**src/rtl/mem_port_arbiter.sv**
```systemverilog
// Arbitrates one byte-addressed 16-bit memory port between fetch (I) and data (D) requesters,
// adding a programmable access latency. Optional I starvation guard: MEM_ARB_STARVE_GUARD_EN.
module mem_port_arbiter #(
    parameter int ADDR_WIDTH   = 16,
    parameter int LATENCY      = 4,   // legal 1..15
    parameter int STARVE_LIMIT = 3
) (
    input  logic                  clk,
    input  logic                  rst,
    input  logic                  i_req,
    input  logic [ADDR_WIDTH-1:0] i_addr,
    output logic                  i_ready,
    output logic                  i_valid,
    output logic [15:0]           i_rdata,
    input  logic                  d_req,
    input  logic                  d_wr,
    input  logic [ADDR_WIDTH-1:0] d_addr,
    input  logic [15:0]           d_wdata,
    output logic                  d_ready,
    output logic                  d_valid,
    output logic [15:0]           d_rdata,
    output logic [ADDR_WIDTH-1:0] mem_addr,
    output logic [15:0]           mem_data_in,
    output logic                  mem_enable,
    output logic                  mem_wr,
    input  logic [15:0]           mem_data_out,
    output logic                  busy,
    output logic                  align_err,
    output logic [1:0]            o_dbg_state
);

    // Handshake: a requester holds req and its fields stable; ready is a one-cycle,
    // combinational accept in IDLE or RESP. valid is a one-cycle completion pulse in RESP.
    typedef enum logic [1:0] {
        S_IDLE   = 2'd0,
        S_ACCESS = 2'd1,
        S_RESP   = 2'd2
    } state_t;

    state_t                r_state;
    state_t                w_next_state;
    logic [3:0]            r_cnt;
    logic                  r_port_d;
    logic                  r_wr;
    logic [ADDR_WIDTH-1:0] r_addr;
    logic [15:0]           r_wdata;
    logic [15:0]           r_i_rdata;
    logic [15:0]           r_d_rdata;

    logic w_can_grant;
    logic w_grant_i;
    logic w_grant_d;
    logic w_grant;
    logic w_access;
    logic w_resp;
    logic w_starve_hit;

    assign w_can_grant = !rst && (r_state == S_IDLE || r_state == S_RESP);
    assign w_access    = !rst && (r_state == S_ACCESS) && (r_cnt == 4'd0);
    assign w_resp      = !rst && (r_state == S_RESP);

    // D wins contention unless the starvation guard has tripped.
    always_comb begin
        w_grant_i = 1'b0;
        w_grant_d = 1'b0;
        if (w_can_grant) begin
            if (d_req && !(i_req && w_starve_hit)) begin
                w_grant_d = 1'b1;
            end else if (i_req) begin
                w_grant_i = 1'b1;
            end
        end
    end

    assign w_grant = w_grant_i | w_grant_d;

`ifdef MEM_ARB_STARVE_GUARD_EN
    logic [3:0] r_starve;

    always_ff @(posedge clk) begin
        if (rst) begin
            r_starve <= 4'd0;
        end else if (w_grant_i || (w_grant && !i_req)) begin
            r_starve <= 4'd0;
        end else if (w_grant_d && i_req) begin
            r_starve <= r_starve + 4'd1;
        end
    end

    assign w_starve_hit = (r_starve == 4'(STARVE_LIMIT));
`else
    assign w_starve_hit = 1'b0;
`endif

    always_comb begin
        w_next_state = r_state;
        case (r_state)
            S_IDLE:   if (w_grant) w_next_state = S_ACCESS;
            S_ACCESS: if (r_cnt == 4'd0) w_next_state = S_RESP;
            S_RESP:   w_next_state = w_grant ? S_ACCESS : S_IDLE;
            default:  w_next_state = S_IDLE;
        endcase
    end

    always_ff @(posedge clk) begin
        if (rst) begin
            r_state   <= S_IDLE;
            r_cnt     <= 4'd0;
            r_port_d  <= 1'b0;
            r_wr      <= 1'b0;
            r_addr    <= '0;
            r_wdata   <= 16'd0;
            r_i_rdata <= 16'd0;
            r_d_rdata <= 16'd0;
        end else begin
            r_state <= w_next_state;
            if (w_grant) begin
                r_cnt    <= 4'(LATENCY - 1);
                r_port_d <= w_grant_d;
                r_wr     <= w_grant_d & d_wr;
                r_addr   <= w_grant_d ? d_addr : i_addr;
                r_wdata  <= w_grant_d ? d_wdata : 16'd0;
            end else if (r_state == S_ACCESS && r_cnt != 4'd0) begin
                r_cnt <= r_cnt - 4'd1;
            end
            // Capture at the end of the access cycle; write completions report zero data.
            if (w_access) begin
                if (r_port_d) begin
                    r_d_rdata <= r_wr ? 16'd0 : mem_data_out;
                end else begin
                    r_i_rdata <= mem_data_out;
                end
            end
        end
    end

    assign i_ready     = w_grant_i;
    assign d_ready     = w_grant_d;
    assign i_valid     = w_resp && !r_port_d;
    assign d_valid     = w_resp && r_port_d;
    assign align_err   = w_resp && r_addr[0];
    assign i_rdata     = r_i_rdata;
    assign d_rdata     = r_d_rdata;
    assign busy        = !rst && (r_state == S_ACCESS);
    assign mem_enable  = w_access;
    assign mem_wr      = w_access && r_wr;
    assign mem_addr    = {r_addr[ADDR_WIDTH-1:1], 1'b0};
    assign mem_data_in = r_wdata;
    assign o_dbg_state = r_state;

    assert property (@(posedge clk) disable iff (rst) mem_wr |-> mem_enable);
    assert property (@(posedge clk) disable iff (rst) !(i_ready && d_ready));

endmodule

```
**config.mk**
```make
export PLATFORM = sky130hd
export DESIGN_NAME = mem_port_arbiter
export DESIGN_NICKNAME = d
export VERILOG_FILES = /design/src/rtl/mem_port_arbiter.sv
export SDC_FILE = /design/constraint.sdc
export NUM_CORES = 1
export LEC_CHECK = 0
export CAP_MARGIN = 20
export CORE_MARGIN = 2
export CORE_UTILIZATION = 40
export DETAILED_ROUTE_END_ITERATION = 16
export PLACE_DENSITY = 0.81
export SLEW_MARGIN = 20
export SYNTH_ARGS = -nofsm -noshare
export SYNTH_HDL_FRONTEND = slang
export SYNTH_SLANG_ARGS = --single-unit
```
**constraint.sdc**
```tcl
create_clock -name clk -period 1.85 [get_ports clk]
set_input_delay 0.2775 -clock clk [delete_from_list [all_inputs] [get_ports clk]]
set_output_delay 0.2775 -clock clk [all_outputs]
set_load 0.005 [all_outputs]
```
* Word-level counts from Yosys, hierarchy flattened *
Index checks and enable logic that the tools add are counted.

word-level totals
  word-level logic and storage cells = 51
  bits in registers = 72

cells by class
  equality and inequality tests = 4
  add/sub/neg operators = 1
  bitwise gates (word level) = 3
  reduce and logical (&&, ||, !) cells = 20
  mux-type cells = 14

operators by type and width
  cell                                                                number
  16-bit two-way mux                                                  3
  1-bit logical AND                                                   9
  2-bit two-way mux                                                   4
  1-bit two-way mux                                                   6
  2-bit one-hot mux with 3 select lines                               1
  2-bit AND reduction                                                 3
  4-bit zero test                                                     1
  2-bit inequality test, second input constant                        2
  4-bit nonzero test                                                  1
  4-bit by 1-bit subtractor with 4-bit output, second input constant  1
  2-bit by 1-bit == test with 1-bit output, second input constant     1
  2-bit == test, second input constant                                1
  1-bit zero test                                                     2
  2-bit zero test                                                     1
  2-bit nonzero test                                                  1
  2-bit OR reduction                                                  1
  1-bit bitwise AND                                                   1
  1-bit logical OR                                                    1
  1-bit NOT                                                           1
  1-bit bitwise OR                                                    1

* Logic depth before layout (Yosys ltp) *
  word-level depth = 7
  depth in mapped cells = 7
  gate-level depth less buffers = 5

* Worst setup path before layout *
Ideal clock, no wire load.

  path type = flip-flop to output port
  start point = reg r_cnt[0]
  end point = out mem_enable
  path slack = 247 ps
  arrival = 1326 ps
  data required time = 1572 ps
  stages on the path, launching flop included = 7
  path through = dfxtp_1 -> inv_1 -> ha_1 -> or3b_1 -> buf_4 -> buf_6 -> nor3_1

on the way
  cells in the longest elaborated chain, start to end = 2

RTL lines
  what                    line  RTL
  start, declared         42    logic [3:0] r_cnt;
  start signal, assigned  118   r_cnt <= 4'(LATENCY - 1);
  start signal, assigned  124   r_cnt <= r_cnt - 4'd1;
  4-bit zero test         59    assign w_access = !rst && (r_state == S_ACCESS) && (r_cnt == 4'd0);
  1-bit logical AND       59
  end, declared           24    output logic mem_enable,

Every way passes these cells.

* Worst setup path in the final report *
Ends and elaborated chain as after synthesis.

==> summary.md <==
| Metric | Value |
|---|---|
| Clk sinks | `72` |
| Synth Area in XOR/XNOR | `0%` |
| Async set-reset flop share out of synthesis | `0%` |
| Place WS | `-0.183 ns` |
| Remaining antenna violation count | `0` |
| Post-DP HPWL | `6.15 mm` |
| TritonCTS buffer count | `9` |
| Total power | `4.14 mW` |
| Share of the synthesized area in the top cell type | `45.9%` |
| IO buf count | `141` |
| Reg2reg start | `r_cnt[0]` |
| Unrepaired setup endpoints after global routing | `true` |
| Gate power share | `30.8%` |
| Startpoint Class | `flop` |
| Grt ovf | `0` |
| Cell-internal power | `2.94 mW` |
| Initial core utilization | `41.1%` |
| DRT iter0 DRCs | `122` |
| Initial antenna violation count | `0` |
| Top FF cell, synth | `dfxtp_1` |
| Setup crit end kind | `output port` |
| First-pass GRT wire length | `13.5 mm` |
| Crit-path max FO | `3` |
| Post-Synth Adder-Cell Area | `0.398%` |
| Placed Cells | `540` |
| Warnings from Yosys | `0` |
| Synth area leaders | `dfxtp_1 46%, mux2i_1 12%, buf_4 5.0%` |
| Drt pass-1 iters | `4` |
| H-tree depth | `3` |
| Worst-path clk slew | `0.07 ns` |
| CTS tree | `yes` |
| Crit Path Class | `reg -> out` |
| Status | `completed` |
| Syn_nets | `382` |
| Largest family of logic cells by synthesized area | `compound AO/OA/AOI/OAI gates` |
| Cell Pwr Density | `843 mW/mm2` |
| Clk Latency, worst-skew pair | `0.34 ns` |
| GP Congestion | `0.767` |
| Final Hold Viols | `0` |
| Final max-slew violation count | `0` |
| Switching fraction of total power | `29.2%` |
| Pin count of the biggest net entering global routing | `53` |
| Reg power frac | `43.3%` |
| Layout cell share with drive strength beyond 1 | `14.2%` |
| Clk pwr share | `26.0%` |
| DR vias | `2,886` |
| Layout Area Growth over Synthesis | `56.6%` |
| Leak pwr | `1.91 nW` |
| Synth Register Bits | `72` |
| Worst EP arrival | `1.55 ns` |
| Routed wire length | `8.60 mm` |
| Synth Instances | `312` |
| Max clock buf depth | `2` |
| Fill cells | `635` |
| GR Util All Layers | `19.7%` |
| Nets | `524` |
| Compound-cell area share of the yosys netlist | `19.8%` |
| Proportion of synthesized chip area in sequential cells | `45.9%` |
| Worst Skew | `0.0113 ns` |
| Synthesized area | `0.00314 mm2` |
| Synth area leader | `dfxtp_1` |
| Crit path from | `r_cnt[0]` |
| Max cap viols | `0` |
| Die Ht | `92.6 um` |
| Unique masters post-synth | `37` |
| Setup ws final | `0.0266 ns` |
| Hold Path Origin | `r_addr[7]` |
| Slew margin rel. | `58.6%` |
| Worst Hold Class | `reg -> reg` |
| Die Wd | `92.6 um` |
| Hold_ws | `0.459 ns` |
| Simple-Gate Fraction of Synth Area | `12.1%` |
| Worst Max-Slew Pin Slew | `0.621 ns` |
| Post-DR vias/cell | `5.14` |
| Setup Total Neg Slack | `0 ns` |
| Antenna Cells | `0` |
| Clock period minus worst slack | `1.82 ns` |
| Data required, critical path | `1.57 ns` |
| Core Rows | `32` |
| Net Switching | `1.21 mW` |
| Final cell count without fillers | `561` |
| Core area | `0.00765 mm2` |
| Mux contribution to synthesized area | `12.1%` |
| Post-synth EDFFs | `0` |
| Hold-fix buffers at CTS | `0` |
| Worst IR Drop VDD | `476 uV` |
| I/O pin cnt | `143` |
| F_max | `548 MHz` |
| Wire per inst | `15.3 um` |
| Die Area | `0.00858 mm2` |
| Drt drc | `0` |
| Avg Cell Area, Syn | `10.1 um2` |
| Vias in the first global route | `2,741` |
| Final period util | `98.6%` |
| Final setup fails | `0` |
| Root buf cell | `clkbuf_8` |
[per-stage QoR]
stage               utilization (%)  instance area (um2)
floorplan                         -                 3140
global route                   64.3                 4920
CTS                            63.8                 4880
global placement               61.2                 4680
finish                         64.3                 4920
detailed placement             61.2                 4680
[cells in the mapped netlist, types with 2 or more instances]
master / count
a21oi_1: 2
a22o_1: 17
a31o_1: 10
and3_1: 3
buf_2: 8
buf_4: 21
buf_6: 3
clkbuf_1: 12
dfxtp_1: 72
inv_1: 4
mux2i_1: 38
nand2_1: 30
nand2b_1: 18
nor2_1: 6
nor3_1: 3
o21ai_0: 10
o21ai_1: 9
o311a_1: 11
o311ai_0: 8
o311ai_1: 8
or3b_1: 2
or4_1: 2
[layout make-up]
cell class / instances / area (um2) / area share (%)
multi-input combinational: 190 / 1450 / 29.4
inverter: 5 / 18.8 / 0.382
clock inverter: 3 / 17.5 / 0.356
timing repair buffer: 176 / 1710 / 34.8
clock buffer: 13 / 149 / 3.03
sequential: 72 / 1450 / 29.5
tap: 102 / 128 / 2.59
[kinds of logic (layout without fill, tap and decap cells)]
group                    Yosys count  after routing
flip-flops                        72             72
other                              1              1
buffers and inverters             50            197
adder cells (fa/ha/maj)            1              1
multiplexers                      38             38
AO/OA/AOI/OAI                     79             79
AND/OR/NAND/NOR                   71             71
[repair_timing]
| action | in CTS | in global routing |
|---|---|---|
| buffers inserted | 2 | 3 |
| gates resized for setup | 21 | 7 |
| endpoints found under the hold margin | 0 | 0 |
| setup endpoints to repair | 8 | 20 |
| pin swaps | 1 | 2 |
[power by group through the flow]
stage,registers (mW),clock network (mW),logic [mW]
after CTS,1.79,1.10,1.24
after floorplan,1.82,0,0.629
after global routing,1.81,1.17,1.38
after global placement,1.82,0,1.18
final,1.79,1.08,1.28
after detailed placement,1.82,0,1.20
[final timing paths]
check | end | slack (ns) | depth (start not counted)
max | mem_enable | 0.03 | 5
min | r_addr[7] | 0.46 | 2
max reg2reg | i_rdata[9] | 0.09 | 6
min reg2reg | r_addr[7] | 0.46 | 2
[state kept, by name (all words and copies together) (netlist names)]
signal	count
r_cnt	4
r_wr	1
o_dbg_state	2
i_rdata	16
r_port_d	1
r_addr	16
d_rdata	16
mem_data_in	16
[worst max-delay path, cell delays in order (launching register included)]
cell and delay [ns]:
dfxtp_2 0.33, inv_2 0.07, ha_4 0.13, or3b_4 0.38
nor3_2 0.16, buf_2 0.13
[layer usage]
layer  track usage, %  vias up  part of all wire (%)
li1                 -     1406                     -
met5                0        -                     0
met2             33.2      105                    52
met4             8.71        0                   1.7
met1             24.0     1363                    40
met3             4.64       12                   6.4
[cell usage in the layout (no fill, tap or decap), types with 3 or more instances in the layout]
master,count
a22o_1,17
a31o_1,10
and3_1,3
buf_12,4
buf_4,31
clkbuf_1,3
clkbuf_8,10
clkdlybuf4s50_1,133
dfxtp_1,69
dlygate4sd2_1,7
inv_2,3
mux2i_1,38
nand2_1,29
nand2b_1,18
nor2_1,5
o21ai_0,10
o21ai_1,9
o311a_1,11
o311ai_0,6
o311ai_1,10
(Power assumes the default switching activity.)
